**config.mk**
```make
export PLATFORM = sky130hd
export DESIGN_NAME = hd_beat_sequencer_flat
export DESIGN_NICKNAME = d
export VERILOG_FILES = /design/src/rtl/hd_beat_sequencer_if.sv /design/src/rtl/hd_beat_sequencer.sv /design/src/flat_wrapper.sv
export SDC_FILE = /design/constraint.sdc
export NUM_CORES = 1
export LEC_CHECK = 0
export ABC_CLOCK_PERIOD_IN_PS = 2300
export BUFFER_PORTS_ARGS = -buffer_cell sky130_fd_sc_hd__buf_2
export CORE_MARGIN = 5
export CORE_UTILIZATION = 51
export DETAILED_ROUTE_END_ITERATION = 7
export GPL_ROUTABILITY_DRIVEN = 1
export PLACE_DENSITY = 0.77
export SETUP_SLACK_MARGIN = 0.5
export SLEW_MARGIN = 25
export SYNTH_ARGS = -nofsm -noshare
export SYNTH_HDL_FRONTEND = slang
export SYNTH_SLANG_ARGS = --single-unit
export TNS_END_PERCENT = 1
```
**constraint.sdc**
```tcl
create_clock -name T3 -period 2.3 [get_ports T3]
set_input_delay 0.115 -clock T3 [delete_from_list [all_inputs] [get_ports T3]]
set_output_delay 0.115 -clock T3 [all_outputs]
set_load 0.05 [all_outputs]
```
**src/rtl/hd_beat_sequencer_if.sv**
```systemverilog
`default_nettype none
// ============================================================================
// Module      : hd_beat_sequencer_if
// Description : Signal bundle between the hardwired controller / front panel
//               and the beat sequencer.
//               Controller-to-sequencer: QD, STEP, SHORT, LONG, STOP, SST0.
//               Sequencer-to-controller: W[3:1], ST0, RUN, CYC_CNT[15:0].
//               The master modport belongs to the controller side.
//               The slave modport belongs to the sequencer.
// Revision    : 1.0  initial release
// ============================================================================
interface hd_beat_sequencer_if;
    logic        QD;
    logic        STEP;
    logic        SHORT;
    logic        LONG;
    logic        STOP;
    logic        SST0;
    logic [3:1]  W;
    logic        ST0;
    logic        RUN;
    logic [15:0] CYC_CNT;

    modport master (
        output QD, STEP, SHORT, LONG, STOP, SST0,
        input  W, ST0, RUN, CYC_CNT
    );

    modport slave (
        input  QD, STEP, SHORT, LONG, STOP, SST0,
        output W, ST0, RUN, CYC_CNT
    );
endinterface
`default_nettype wire

```
**src/rtl/hd_beat_sequencer.sv**
```systemverilog
`default_nettype none
// ============================================================================
// Module      : hd_beat_sequencer
// Description : Machine-cycle beat sequencer for the HD-CPU. It produces the
//               one-hot beats W[3:1] and owns the ST0 phase flag. It applies
//               the controller's SHORT/LONG/STOP requests at beat boundaries.
//               It also handles start (QD rising edge) and single-cycle
//               stepping.
// Ports       : T3   - clock, one rising edge per beat
//               CLR  - synchronous active-high reset
//               bus  - hd_beat_sequencer_if.slave
//                      inputs : QD, STEP, SHORT, LONG, STOP, SST0
//                      outputs: W, ST0, RUN, CYC_CNT
// Revision    : 1.0  initial release
// ============================================================================
module hd_beat_sequencer (
    input  wire logic              T3,
    input  wire logic              CLR,
    hd_beat_sequencer_if.slave     bus
);

    typedef enum logic [1:0] {
        S_HALT = 2'd0,
        S_B1   = 2'd1,
        S_B2   = 2'd2,
        S_B3   = 2'd3
    } state_t;

    state_t      r_state;
    state_t      r_resume;
    logic        r_qd_d;
    logic        r_st0;
    logic [15:0] r_cyc_cnt;

    state_t      w_state_nxt;
    state_t      w_resume_nxt;
    state_t      w_beat_nxt;
    logic        w_cyc_end;
    logic        w_qd_rise;

    // The next-beat rule is worked out first.
    // The halt rule then decides whether that beat is entered now.
    // If the sequencer halts instead, the beat is parked in r_resume.
    always_comb begin
        w_qd_rise    = bus.QD & ~r_qd_d;
        w_cyc_end    = 1'b0;
        w_beat_nxt   = S_B1;
        w_state_nxt  = r_state;
        w_resume_nxt = r_resume;

        case (r_state)
            S_HALT: begin
                if (w_qd_rise) begin
                    w_state_nxt = r_resume;
                end
            end
            S_B1: begin
                if (bus.SHORT) begin
                    w_cyc_end  = 1'b1;
                    w_beat_nxt = S_B1;
                end else begin
                    w_beat_nxt = S_B2;
                end
            end
            S_B2: begin
                if (bus.LONG) begin
                    w_beat_nxt = S_B3;
                end else begin
                    w_cyc_end  = 1'b1;
                    w_beat_nxt = S_B1;
                end
            end
            default: begin
                // S_B3: always closes the cycle
                w_cyc_end  = 1'b1;
                w_beat_nxt = S_B1;
            end
        endcase

        if (r_state != S_HALT) begin
            if (bus.STOP || (w_cyc_end && bus.STEP)) begin
                w_state_nxt  = S_HALT;
                w_resume_nxt = w_beat_nxt;
            end else begin
                w_state_nxt  = w_beat_nxt;
            end
        end
    end

    always_ff @(posedge T3) begin
        if (CLR) begin
            r_state   <= S_HALT;
            r_resume  <= S_B1;
            r_qd_d    <= 1'b0;
            r_st0     <= 1'b0;
            r_cyc_cnt <= 16'd0;
        end else begin
            r_state  <= w_state_nxt;
            r_resume <= w_resume_nxt;
            r_qd_d   <= bus.QD;
            // A cycle that ends on the same edge that halts still counts.
            if (w_cyc_end) begin
                r_cyc_cnt <= r_cyc_cnt + 16'd1;
            end
            if (bus.SST0 && (r_state != S_HALT)) begin
                r_st0 <= 1'b1;
            end
        end
    end

    // The outputs are decoded from registers only, so no input reaches them
    // combinationally.
    assign bus.W       = {r_state == S_B3, r_state == S_B2, r_state == S_B1};
    assign bus.RUN     = (r_state != S_HALT);
    assign bus.ST0     = r_st0;
    assign bus.CYC_CNT = r_cyc_cnt;

endmodule
`default_nettype wire
```
**src/flat_wrapper.sv**
```systemverilog
// flat-port wrapper written by rule: the top's interface ports become plain ports
module hd_beat_sequencer_flat 
  (T3, CLR, bus_QD, bus_STEP, bus_SHORT, bus_LONG, bus_STOP, bus_SST0, bus_W, bus_ST0, bus_RUN, bus_CYC_CNT);
  hd_beat_sequencer_if bus_i ();
  input  wire logic T3;
  input  wire logic CLR;
  input wire logic [$bits(bus_i.QD)-1:0] bus_QD;
  input wire logic [$bits(bus_i.STEP)-1:0] bus_STEP;
  input wire logic [$bits(bus_i.SHORT)-1:0] bus_SHORT;
  input wire logic [$bits(bus_i.LONG)-1:0] bus_LONG;
  input wire logic [$bits(bus_i.STOP)-1:0] bus_STOP;
  input wire logic [$bits(bus_i.SST0)-1:0] bus_SST0;
  output wire logic [$bits(bus_i.W)-1:0] bus_W;
  output wire logic [$bits(bus_i.ST0)-1:0] bus_ST0;
  output wire logic [$bits(bus_i.RUN)-1:0] bus_RUN;
  output wire logic [$bits(bus_i.CYC_CNT)-1:0] bus_CYC_CNT;
  assign bus_i.QD = bus_QD;
  assign bus_i.STEP = bus_STEP;
  assign bus_i.SHORT = bus_SHORT;
  assign bus_i.LONG = bus_LONG;
  assign bus_i.STOP = bus_STOP;
  assign bus_i.SST0 = bus_SST0;
  assign bus_W = bus_i.W;
  assign bus_ST0 = bus_i.ST0;
  assign bus_RUN = bus_i.RUN;
  assign bus_CYC_CNT = bus_i.CYC_CNT;
  hd_beat_sequencer u_core (.T3(T3), .CLR(CLR), .bus(bus_i));
endmodule
```
==> results of run 1 <==
-- worst max path at each step --
stage / from / to / slack (ps)
2_1_floorplan: u_core.r_state[1] / u_core.bus.CYC_CNT[15] / 510
3_3_place_gp: u_core.r_state[1] / u_core.bus.CYC_CNT[8] / 440
3_5_place_dp: u_core.r_state[1] / u_core.bus.CYC_CNT[8] / 390
4_1_cts: u_core.r_state[0] / u_core.bus.CYC_CNT[14] / 480
5_1_grt: u_core.r_state[1] / u_core.r_state[1] / 440
6_report: u_core.r_state[0] / u_core.bus.CYC_CNT[14] / 500
-- what timing repair did --
| action | in CTS | in global routing |
|---|---|---|
| pin swaps | 1 | 1 |
| gates resized for setup | 2 | 7 |
| setup endpoints to repair | 7 | 9 |
| setup buffers | 1 | 2 |
-- registers in the layout (all words and copies together) (netlist names) --
register / cells
u_core.bus.CYC_CNT: 16
u_core.r_resume: 2
u_core.r_state: 2
u_core.bus.ST0: 1
u_core.r_qd_d: 1
-- synthesized netlist by cell type (all sizes together), types with 3 or more instances --
| cell type | number | area, µm² |
|---|---|---|
| buf | 3 | 27.5 |
| o21ai | 4 | 20.0 |
| nor2 | 13 | 48.8 |
| inv | 8 | 30.0 |
| nand3 | 5 | 25.0 |
| nor2b | 5 | 31.3 |
| xnor2 | 3 | 26.3 |
| xor2 | 3 | 26.3 |
| or4 | 6 | 45.0 |
| nand2 | 6 | 22.5 |
| o31ai | 6 | 45.0 |
| ha | 6 | 75.1 |
| dfxtp | 22 | 440 |
| a21oi | 13 | 65.1 |
-- per-layer routing --
layer	track usage	wire, µm	share of wire
met1	0.202	1080	0.44
met5	0	0	0
met2	0.264	1220	0.50
met3	0.0226	117	0.048
met4	0.0629	31	0.013
-- worst register-to-register path: stages (launching register included) --
cell	delay, ps
dfxtp_4	390
inv_4	80
ha_4	180
nor2b_4	170
o211ai_1	120
buf_4	180
or4_1	480
a21oi_2	140
-- cells by family after synthesis --
group	share of synthesized area
muxes	0.0289
AOI/OAI and AO/OA	0.187
buffers and inverters	0.0544
and+or+nand+nor	0.226
xor gates and xnor gates	0.0467
DFF	0.391
adders and majority gates	0.0667
-- report_power, final --
group / switching (mW) / internal (mW)
Sequential: 0.00911 / 0.385
Clock: 0.120 / 0.0966
Combinational: 0.0724 / 0.0348
Total: 0.202 / 0.516
-- area by class of cell --
type	count	area, µm²	share of cell area
tap	28	35.0	0.0249
clock buffer	4	36.3	0.0258
timing repair buffer	31	163	0.116
inverter	8	32.5	0.0231
sequential	22	465	0.331
multi-input combinational	95	676	0.480
-- metrics by stage --
stage / total power, mW / hold slack (ps)
after floorplan: 0.482 / 243
after global placement: 0.503 / 337
after detailed placement: 0.506 / 351
after CTS: 0.722 / 18.0
after global routing: 0.753 / 24.0
final: 0.718 / 21.6
==> summary.txt, run 1 <==
Timing
  – Slew Limit Fails: 0
  – RSZ-0062 raised after global routing: true
  – Worst Max-Slew Pin Slew: 435 ps
  – Fin. Hold Viols: 0
  – Maximum clock rate: 555 MHz
  – Setup TNS Final: 0 ps
  – Tcrit/Tclk final: 0.784
  – Setup violators final: 0
  – Clk_skew: 1.53 ps
  – Worst setup margin: 498 ps
  – Minimum clock period: 1800 ps
  – Max_slew headroom: 0.710

Critical path
  – FF-to-FF path depth: 7
  – Critical Path Source Type: flip-flop
  – CP top delay family: simple AND/OR/NAND/NOR gates
  – CP Max Fanout: 10
  – Worst path cell trace: inv_4, ha_4, nor2b_4, o211ai_1, buf_4, or4_1, a21oi_2
  – Worst setup path class: flip-flop to flip-flop
  – CP Depth: 7
  – Critical Path RT: 2550 ps
  – Slowest Stage Delay on Critical Path: 480 ps
  – FF-to-FF Start: u_core.r_state[0]
  – Critical path buffers and inverters: 2
  – Arrival @ worst endpoint: 2050 ps
  – CP max-delay cell: or4_1
  – Worst Setup End Kind: flip-flop
  – Worst reg2reg endpoint: u_core.bus.CYC_CNT[14]
  – R2r setup slk: 500 ps

Synthesis
  – Distinct cells, synth: 36
  – Post-Synthesis Cell Area: 0.00113 mm²
  – Sequential fraction of the synthesis area: 0.391
  – Yosys warnings: 0
  – Post-Synthesis Cells: 129
  – Main flop type after synthesis: dfxtp_1
  – Synth Net Count: 143
  – Ys async rst share: 0
  – Seq cells post-synth: 22
  – Number of synthesized flops with an enable pin: 0
  – Post-Syn Area per Cell: 8.73 µm²

Worst hold path
  – HP Start: bus_QD
  – Worst hold path type: primary input to flip-flop
  – WHS Endpoint: u_core.r_qd_d
  – Worst Hold Depth: 2

Route
  – Vias: 1046
  – DRC violations left: 0
  – Drt initial violations: 21
  – Avg WL per Cell: 13.1 µm
  – Total wire length: 2460 µm
  – Antenna-violating nets left: 0
  – DR vias/cell: 5.56
  – Pre-antenna DRT Iters: 4

Global routing
  – Initial antenna violation count: 0
  – Vias in the first global route: 953
  – Overall global routing resource usage: 0.157
  – Gr ovfl total: 0
  – Largest net degree at the start of global routing: 24
  – First-pass GRT wire length: 4140 µm

Finish
  – Most common cell after layout, fill and taps aside: buf_2
  – Design area: 0.00141 mm²
  – Fin cells: 188
  – Fraction of layout cells with a size suffix above 1: 0.369
  – Antenna Cells: 0
  – Final Core Density: 0.649
  – Nets@finish: 175
  – Area growth syn-to-layout: 25.0%
  – Most frequent cells in the layout: buf_2, nor2_1, dfxtp_1
  – FILL cells: 213

Floorplanning
  – Overall die height: 57.0 µm
  – Starting Density: 0.519
  – Die Wd: 57.0 µm
  – Die area: 0.00325 mm²
  – Row cnt: 17
  – Core area: 0.00217 mm²
  – Num ports: 29

Run status
  – Outcome: finished clean

Clocking
  – CTS sink cnt: 22
  – Max Root-Sink Buffers: 2
  – CTS buffer count: 3
  – Number of H-tree levels: 1
  – CTS root buf: clkbuf_4
  – CTS tree: yes
  – Worst-path clk slew: 120 ps
  – Hold buffer count at cts: 0
  – Worst-skew pair later-pin latency: 310 ps

Power
  – VDD IR max: 321 µV
  – Leak pwr: 0.573 nW
  – PD cells: 510 mW/mm²

Placed design
  – Pre-CTS setup slack: 390 ps
  – DP HPWL: 1770 µm
  – Placed Area: 0.00133 mm²
  – Placer Congestion: 0.853
  – Placed Cells: 181
  – Port Buffers: 28

Run
  – Max Cap Viol: 0
Note: power is estimated with default switching activity, not from simulation.
==> inputs of run 2 (changes only) <==
--- a/config.mk
+++ b/config.mk
@@ -5,13 +5,14 @@
 export SDC_FILE = /design/constraint.sdc
 export NUM_CORES = 1
 export LEC_CHECK = 0
-export ABC_CLOCK_PERIOD_IN_PS = 2300
+export ABC_AREA = 1
+export ABC_CLOCK_PERIOD_IN_PS = 1500
 export BUFFER_PORTS_ARGS = -buffer_cell sky130_fd_sc_hd__buf_2
 export CORE_MARGIN = 5
-export CORE_UTILIZATION = 51
+export CORE_UTILIZATION = 46
 export DETAILED_ROUTE_END_ITERATION = 7
 export GPL_ROUTABILITY_DRIVEN = 1
-export PLACE_DENSITY = 0.77
+export PLACE_DENSITY = 0.73
 export SETUP_SLACK_MARGIN = 0.5
 export SLEW_MARGIN = 25
 export SYNTH_ARGS = -nofsm -noshare
==> constraint.sdc (replaced) <==
create_clock -name T3 -period 1.5 [get_ports T3]
set_input_delay 0.075 -clock T3 [delete_from_list [all_inputs] [get_ports T3]]
set_output_delay 0.075 -clock T3 [all_outputs]
set_load 0.05 [all_outputs]
==> summary.txt, run 2 <==
Critical path
  – R2r setup slk: 70 ps (-430 ps)
  – Worst Setup End Kind: flip-flop
  – FF-to-FF Start: u_core.r_state[0]
  – Critical Path Source Type: flip-flop
  – Arrival @ worst endpoint: 1670 ps (-380 ps)
  – FF-to-FF path depth: 10 (+3)
  – Worst setup path class: flip-flop to flip-flop
  – Worst reg2reg endpoint: u_core.bus.CYC_CNT[9]
  – CP Max Fanout: 7 (-3)
  – Critical Path RT: 1730 ps (-820 ps)

Power
  – Net Sw Frac: 0.453 (+0.172)
  – Int Pwr: 1.37 mW (+170%)
  – VDD IR max: 1740 µV (+440%)
  – Leak pwr: 0.705 nW (+23%)
  – Sw Pwr: 1.13 mW (+460%)
  – Flop pwr share: 0.326 (-0.223)
  – Comb power frac: 0.513 (+0.364)
  – PD cells: 1460 mW/mm² (+190%)
  – Clock network power share: 0.160 (-0.142)
  – Final Power: 2.50 mW (+250%)

Floorplanning
  – Die Wd: 60.1 µm (+5.5%)
  – Die area: 0.00362 mm² (+11%)
  – Num ports: 29 (unchanged)
  – Overall die height: 60.1 µm (+5.5%)
  – Starting Density: 0.475 (-0.0437)
  – Row cnt: 18 (+1)
  – Core area: 0.00243 mm² (+12%)

Synthesis
  – Synth Net Count: 185 (+29%)
  – Distinct cells, synth: 23 (-36%)
  – Dominant cells by area after synthesis: dfxtp_1, nand2_1, nor2_1
  – Sequential fraction of the synthesis area: 0.381 (-0.0102)
  – Yosys top cell area share: 0.381 (-0.0102)
  – Number of synthesized flops with an enable pin: 0 (unchanged)
  – Post-Synthesis Cells: 171 (+33%)
  – Ys async rst share: 0 (unchanged)
  – Post-Synthesis Cell Area: 0.00116 mm² (+2.7%)
  – Main flop type after synthesis: dfxtp_1
  – Area leader, netlist: dfxtp_1
  – Seq cells post-synth: 22 (unchanged)
  – Yosys warnings: 0 (unchanged)
  – Most frequent cell after synthesis: nand2_1
  – Post-Syn Area per Cell: 6.76 µm² (-23%)
  – Most common library cells after synthesis: nand2_1, nor2_1, dfxtp_1

Route
  – Avg WL per Cell: 11.7 µm (-11%)
  – DR vias/cell: 5.03 (-9.6%)
  – DRC violations left: 0 (unchanged)
  – Antenna-violating nets left: 0 (unchanged)
  – Drt initial violations: 41 (+95%)
  – Total wire length: 2730 µm (+11%)
  – Pre-antenna DRT Iters: 4 (unchanged)
  – Vias: 1177 (+13%)

Timing
  – Slew Limit Fails: 0 (unchanged)
  – Setup TNS Final: 0 ps (unchanged)
  – Worst Max-Slew Pin Slew: 438 ps (+2.97 ps)
  – Minimum clock period: 1430 ps (-370 ps)
  – Tcrit/Tclk final: 0.955 (+0.172)
  – Clk_skew: 19.3 ps (+17.7 ps)
  – Maximum clock rate: 698 MHz (+26%)
  – RSZ-0062 raised after global routing: true
  – Max_slew headroom: 0.707 (-0.00230)
  – Fin. Hold Viols: 0 (unchanged)
  – Setup violators final: 0 (unchanged)

Run status
  – Outcome: finished clean

Finish
  – Antenna Cells: 0 (unchanged)
  – Area growth syn-to-layout: 47.9%
  – Nets@finish: 219 (+25%)
  – Most frequent cells in the layout: nand2_1, nor2_1, buf_6
  – Max FFs per register: 16 (unchanged)
  – Fraction of layout cells with a size suffix above 1: 0.431 (+0.0626)
  – Most common cell after layout, fill and taps aside: nand2_1

Global routing
  – Initial antenna violation count: 0 (unchanged)
  – First-pass GRT wire length: 4260 µm (+3.0%)
  – Overall global routing resource usage: 0.154 (-0.00334)
  – Largest net degree at the start of global routing: 16 (-33%)
  – Gr ovfl total: 0 (unchanged)
  – Vias in the first global route: 1072 (+12%)

Worst hold path
  – WHS Endpoint: u_core.bus.CYC_CNT[14]
  – Worst Hold Depth: 2 (unchanged)
  – HP Start: CLR
  – Worst hold path type: primary input to flip-flop

Placed design
  – DP HPWL: 1970 µm (+11%)
  – Placer Congestion: 0.821 (-3.7%)
  – Port Buffers: 28 (unchanged)

Clocking
  – Worst-path clk slew: 150 ps (+30 ps)
  – Worst-skew pair later-pin latency: 320 ps (about the same)
  – CTS buffer count: 3 (unchanged)
  – CTS root buf: clkbuf_4
  – Max Root-Sink Buffers: 2 (unchanged)
  – CTS tree: yes
  – Number of H-tree levels: 1 (unchanged)
  – CTS sink cnt: 22 (unchanged)

Run
  – Max Cap Viol: 0 (unchanged)
[run 2: cell types whose count changed in the layout (fill, tap and decap cells not counted), moves of 7 or more]
cell | before | now
nand2_1 | 6 | 38
buf_2 | 28 | 10
buf_6 | 0 | 17
nor2_1 | 13 | 23
inv_1 | 6 | 14
dfxtp_1 | 12 | 5
[run 2: how the worst max path moves through the flow]
stage | depth (start not counted) | startpoint | to
after floorplan | 10 | u_core.r_state[1] | u_core.bus.CYC_CNT[10]
after global placement | 10 | u_core.r_state[1] | u_core.r_resume[1]
after detailed placement | 10 | u_core.r_state[1] | u_core.r_resume[0]
after CTS | 10 | u_core.r_state[0] | u_core.bus.CYC_CNT[15]
after global routing | 10 | u_core.r_state[0] | u_core.bus.CYC_CNT[15]
final | 10 | u_core.r_state[0] | u_core.bus.CYC_CNT[9]
[run 2: timing repair]
action                                  in CTS  in global routing
endpoints found under the hold margin        2                  0
pin swaps                                    1                 19
gates resized for setup                      5                 79
endpoints found under the setup margin      42                 42
buffers inserted                             0                  1
hold buffers                                 2                  0
[run 2: through the flow]
stage	cell area, µm²	hold WS (ps)	utilization	cells	worst slack (ps)
6_report	1710	39.8	0.703	234	67.3
5_1_grt	1710	40.9	0.703	234	-47.5
4_1_cts	1510	33.7	0.619	233	78.9
3_5_place_dp	1420	325	0.584	227	1.70
3_3_place_gp	1420	291	0.584	227	84.2
2_1_floorplan	1260	200	-	171	60.6
[run 2: power groups by stage]
stage | clock network [mW] | logic [mW] | registers, mW
after CTS | 0.405 | 1.12 | 0.794
after global placement | 0 | 1.04 | 0.797
after floorplan | 0 | 0.800 | 0.918
final | 0.401 | 1.28 | 0.816
after global routing | 0.427 | 1.38 | 0.837
after detailed placement | 0 | 1.08 | 0.800
[run 2: per-layer routing]
layer  vias up  share of wire  track usage
met5         -              0            0
met4         0          0.010       0.0665
met3         4          0.037       0.0324
met2        21           0.52        0.279
met1       545           0.43        0.169
li1        607              -            -
[run 2: cells by family (layout without fill, tap and decap cells)]
group | Yosys count | in the layout | synth area share
DFF | 22 | 22 | 0.381
and+or+nand+nor | 95 | 95 | 0.356
buffers and inverters | 24 | 57 | 0.0844
xor gates and xnor gates | 1 | 1 | 0.00758
AOI/OAI and AO/OA | 23 | 23 | 0.106
adders and majority gates | 6 | 6 | 0.0649
[run 2: worst max-delay path, cell delays in order (launching register included)]
cell and delay (ps):
dfxtp_4 390, inv_4 80, ha_4 170, inv_4 40
nor2_4 90, nor2_4 70, nor2_4 200, buf_4 150
nand3_1 60, nand2_1 60, nor2_1 40
[run 2: area by class of cell]
type | count | area (µm²)
Clock buffer | 4 | 47.5
Fill cell | 205 | 722
Inverter | 21 | 90.1
Multi-Input combinational cell | 125 | 767
Sequential cell | 22 | 477
Tap cell | 30 | 37.5
Timing Repair Buffer | 32 | 292
==> inputs of run 3 (changes only) <==
--- a/config.mk
+++ b/config.mk
@@ -7,7 +7,7 @@
 export LEC_CHECK = 0
 export ABC_AREA = 1
 export ABC_CLOCK_PERIOD_IN_PS = 1500
-export BUFFER_PORTS_ARGS = -buffer_cell sky130_fd_sc_hd__buf_2
+export BUFFER_PORTS_ARGS = -buffer_cell sky130_fd_sc_hd__buf_4
 export CORE_MARGIN = 5
 export CORE_UTILIZATION = 46
 export DETAILED_ROUTE_END_ITERATION = 7
==> summary.txt, run 3 (synthesis gave the netlist of run 2 again) <==
Global routing
  – Largest net degree at the start of global routing: 16 (unchanged)
  – Gr ovfl total: 0 (unchanged)
  – Overall global routing resource usage: 0.162 (+0.00827)
  – Vias in the first global route: 1051 (-2.0%)
  – First-pass GRT wire length: 4420 µm (+3.7%)
  – Initial antenna violation count: 0 (unchanged)

Timing
  – Maximum clock rate: 693 MHz (-0.73%)
  – Worst Max-Slew Pin Slew: 451 ps (+12.9 ps)
  – RSZ-0062 raised after global routing: true
  – Worst setup margin: 56.9 ps (-10.5 ps)
  – Hold WS: -27.1 ps (-66.9 ps)
  – Max_slew headroom: 0.699 (-0.00859)
  – Setup violators final: 0 (unchanged)
  – Fin. Hold Viols: 5 (+5)
  – Setup TNS Final: 0 ps (unchanged)
  – Clk_skew: 7.94 ps (-11.3 ps)
  – Slew Limit Fails: 0 (unchanged)
  – Minimum clock period: 1440 ps (+10.5 ps)
  – Tcrit/Tclk final: 0.962 (+0.00699)

Route
  – Vias: 1151 (-2.2%)
  – Drt initial violations: 42 (+2.4%)
  – Total wire length: 2620 µm (-4.0%)
  – Pre-antenna DRT Iters: 4 (unchanged)
  – DRC violations left: 0 (unchanged)
  – Antenna-violating nets left: 0 (unchanged)
  – Avg WL per Cell: 11.2 µm (-4.4%)
  – DR vias/cell: 4.90 (-2.6%)

Placed design
  – DP HPWL: 2050 µm (+3.7%)
  – Placer Congestion: 0.819 (-0.35%)
  – Port Buffers: 28 (unchanged)
  – Placed Area: 0.00150 mm² (+5.5%)
  – Pre-CTS setup slack: 50.1 ps (+48.4 ps)

Clocking
  – Worst-path clk slew: 130 ps (-20 ps)
  – Max Root-Sink Buffers: 2 (unchanged)
  – Hold buffer count at cts: 1 (-1)
  – Number of H-tree levels: 1 (unchanged)
  – CTS tree: yes
  – Worst-skew pair later-pin latency: 320 ps (about the same)
  – CTS sink cnt: 22 (unchanged)
  – CTS buffer count: 3 (unchanged)
  – CTS root buf: clkbuf_4

Power
  – Leak pwr: 0.704 nW (-0.17%)
  – PD cells: 1500 mW/mm² (+2.7%)
  – VDD IR max: 1550 µV (-11%)

Critical path
  – Critical Path RT: 1420 ps (-310 ps)
  – Slowest Stage Delay on Critical Path: 390 ps (about the same)
  – Arrival @ worst endpoint: 1370 ps (-300 ps)
  – Worst Setup End Kind: output pin
  – Worst path cell trace: inv_4, buf_4, ha_4, clkinvlp_4, buf_6
  – Critical Path Source Type: flip-flop
  – CP Max Fanout: 6 (-1)
  – CP max-delay cell: dfxtp_4
  – R2r setup slk: 90 ps (+20 ps)
  – Worst setup path class: flip-flop to output pin

Floorplanning
  – Core area: 0.00243 mm² (unchanged)
  – Row cnt: 18 (unchanged)
  – Starting Density: 0.475 (unchanged)
  – Num ports: 29 (unchanged)
  – Die Wd: 60.1 µm (unchanged)
  – Overall die height: 60.1 µm (unchanged)
  – Die area: 0.00362 mm² (unchanged)

Finish
  – Fraction of layout cells with a size suffix above 1: 0.380 (-0.0509)
  – Design area: 0.00161 mm² (-5.9%)
  – Area growth syn-to-layout: 39.2%
  – Antenna Cells: 0 (unchanged)
  – Max FFs per register: 16 (unchanged)
  – Most common cell after layout, fill and taps aside: nand2_1
  – Most frequent cells in the layout: nand2_1, buf_4, nor2_1
  – Nets@finish: 220 (+0.46%)

Worst hold path
  – Worst hold path type: primary input to flip-flop

Run status
  – Failing checks: hold timing
  – Outcome: complete, but fails checks

Run
  – Max Cap Viol: 0 (unchanged)
[run 3: what timing repair did]
item | 4_1_cts | 5_1_grt
setup buffers | 0 | 2
setup endpoints to repair | 29 | 40
hold endpoints to repair | 5 | 5
gates resized for setup | 5 | 7
pin swaps | 1 | 7
[run 3: metrics by stage]
stage | cells | utilization | power (mW)
final | 235 | 0.662 | 2.42
after global routing | 235 | 0.662 | 2.60
after CTS | 233 | 0.647 | 2.39
after detailed placement | 228 | 0.616 | 1.96
after global placement | 228 | 0.616 | 1.92
after floorplan | 171 | - | 1.72
[run 3: layout make-up]
type                    instances  area, µm²
fillers                       213        823
multi-input cells             125        716
flip-flops and latches         22        467
repair buffers                 33        254
inverters                      21       87.6
clock buffers                   4       47.5
well taps                      30       37.5
[run 3: path summary, 6_finish.rpt]
path / from / end / depth (start not counted)
max: u_core.r_state[0] / bus_RUN / 5
min: CLR / u_core.r_qd_d / 2
max reg2reg: u_core.r_state[1] / u_core.bus.CYC_CNT[7] / 8
min reg2reg: u_core.bus.CYC_CNT[0] / u_core.bus.CYC_CNT[0] / 1
[run 3: layer usage]
metal / vias up / track usage / routed length (µm) / part of all wire
li1: 606 / - / - / -
met1: 516 / 0.195 / 1170 / 0.44
met2: 24 / 0.278 / 1290 / 0.49
met3: 5 / 0.0259 / 113 / 0.043
met4: 0 / 0.0759 / 48 / 0.018
met5: - / 0 / 0 / 0
[run 3: worst max-delay path, delay by kind of cell (launching register included)]
kind	cells	cell delay, ps
adders and majority gates	1	150
buffers and inverters	4	520
DFF	1	390
[run 3: power by group]
group | total, mW | internal (mW) | switching [mW]
Sequential | 0.795 | 0.700 | 0.0952
Combinational | 1.22 | 0.445 | 0.780
Clock | 0.396 | 0.204 | 0.192
Total | 2.42 | 1.35 | 1.07
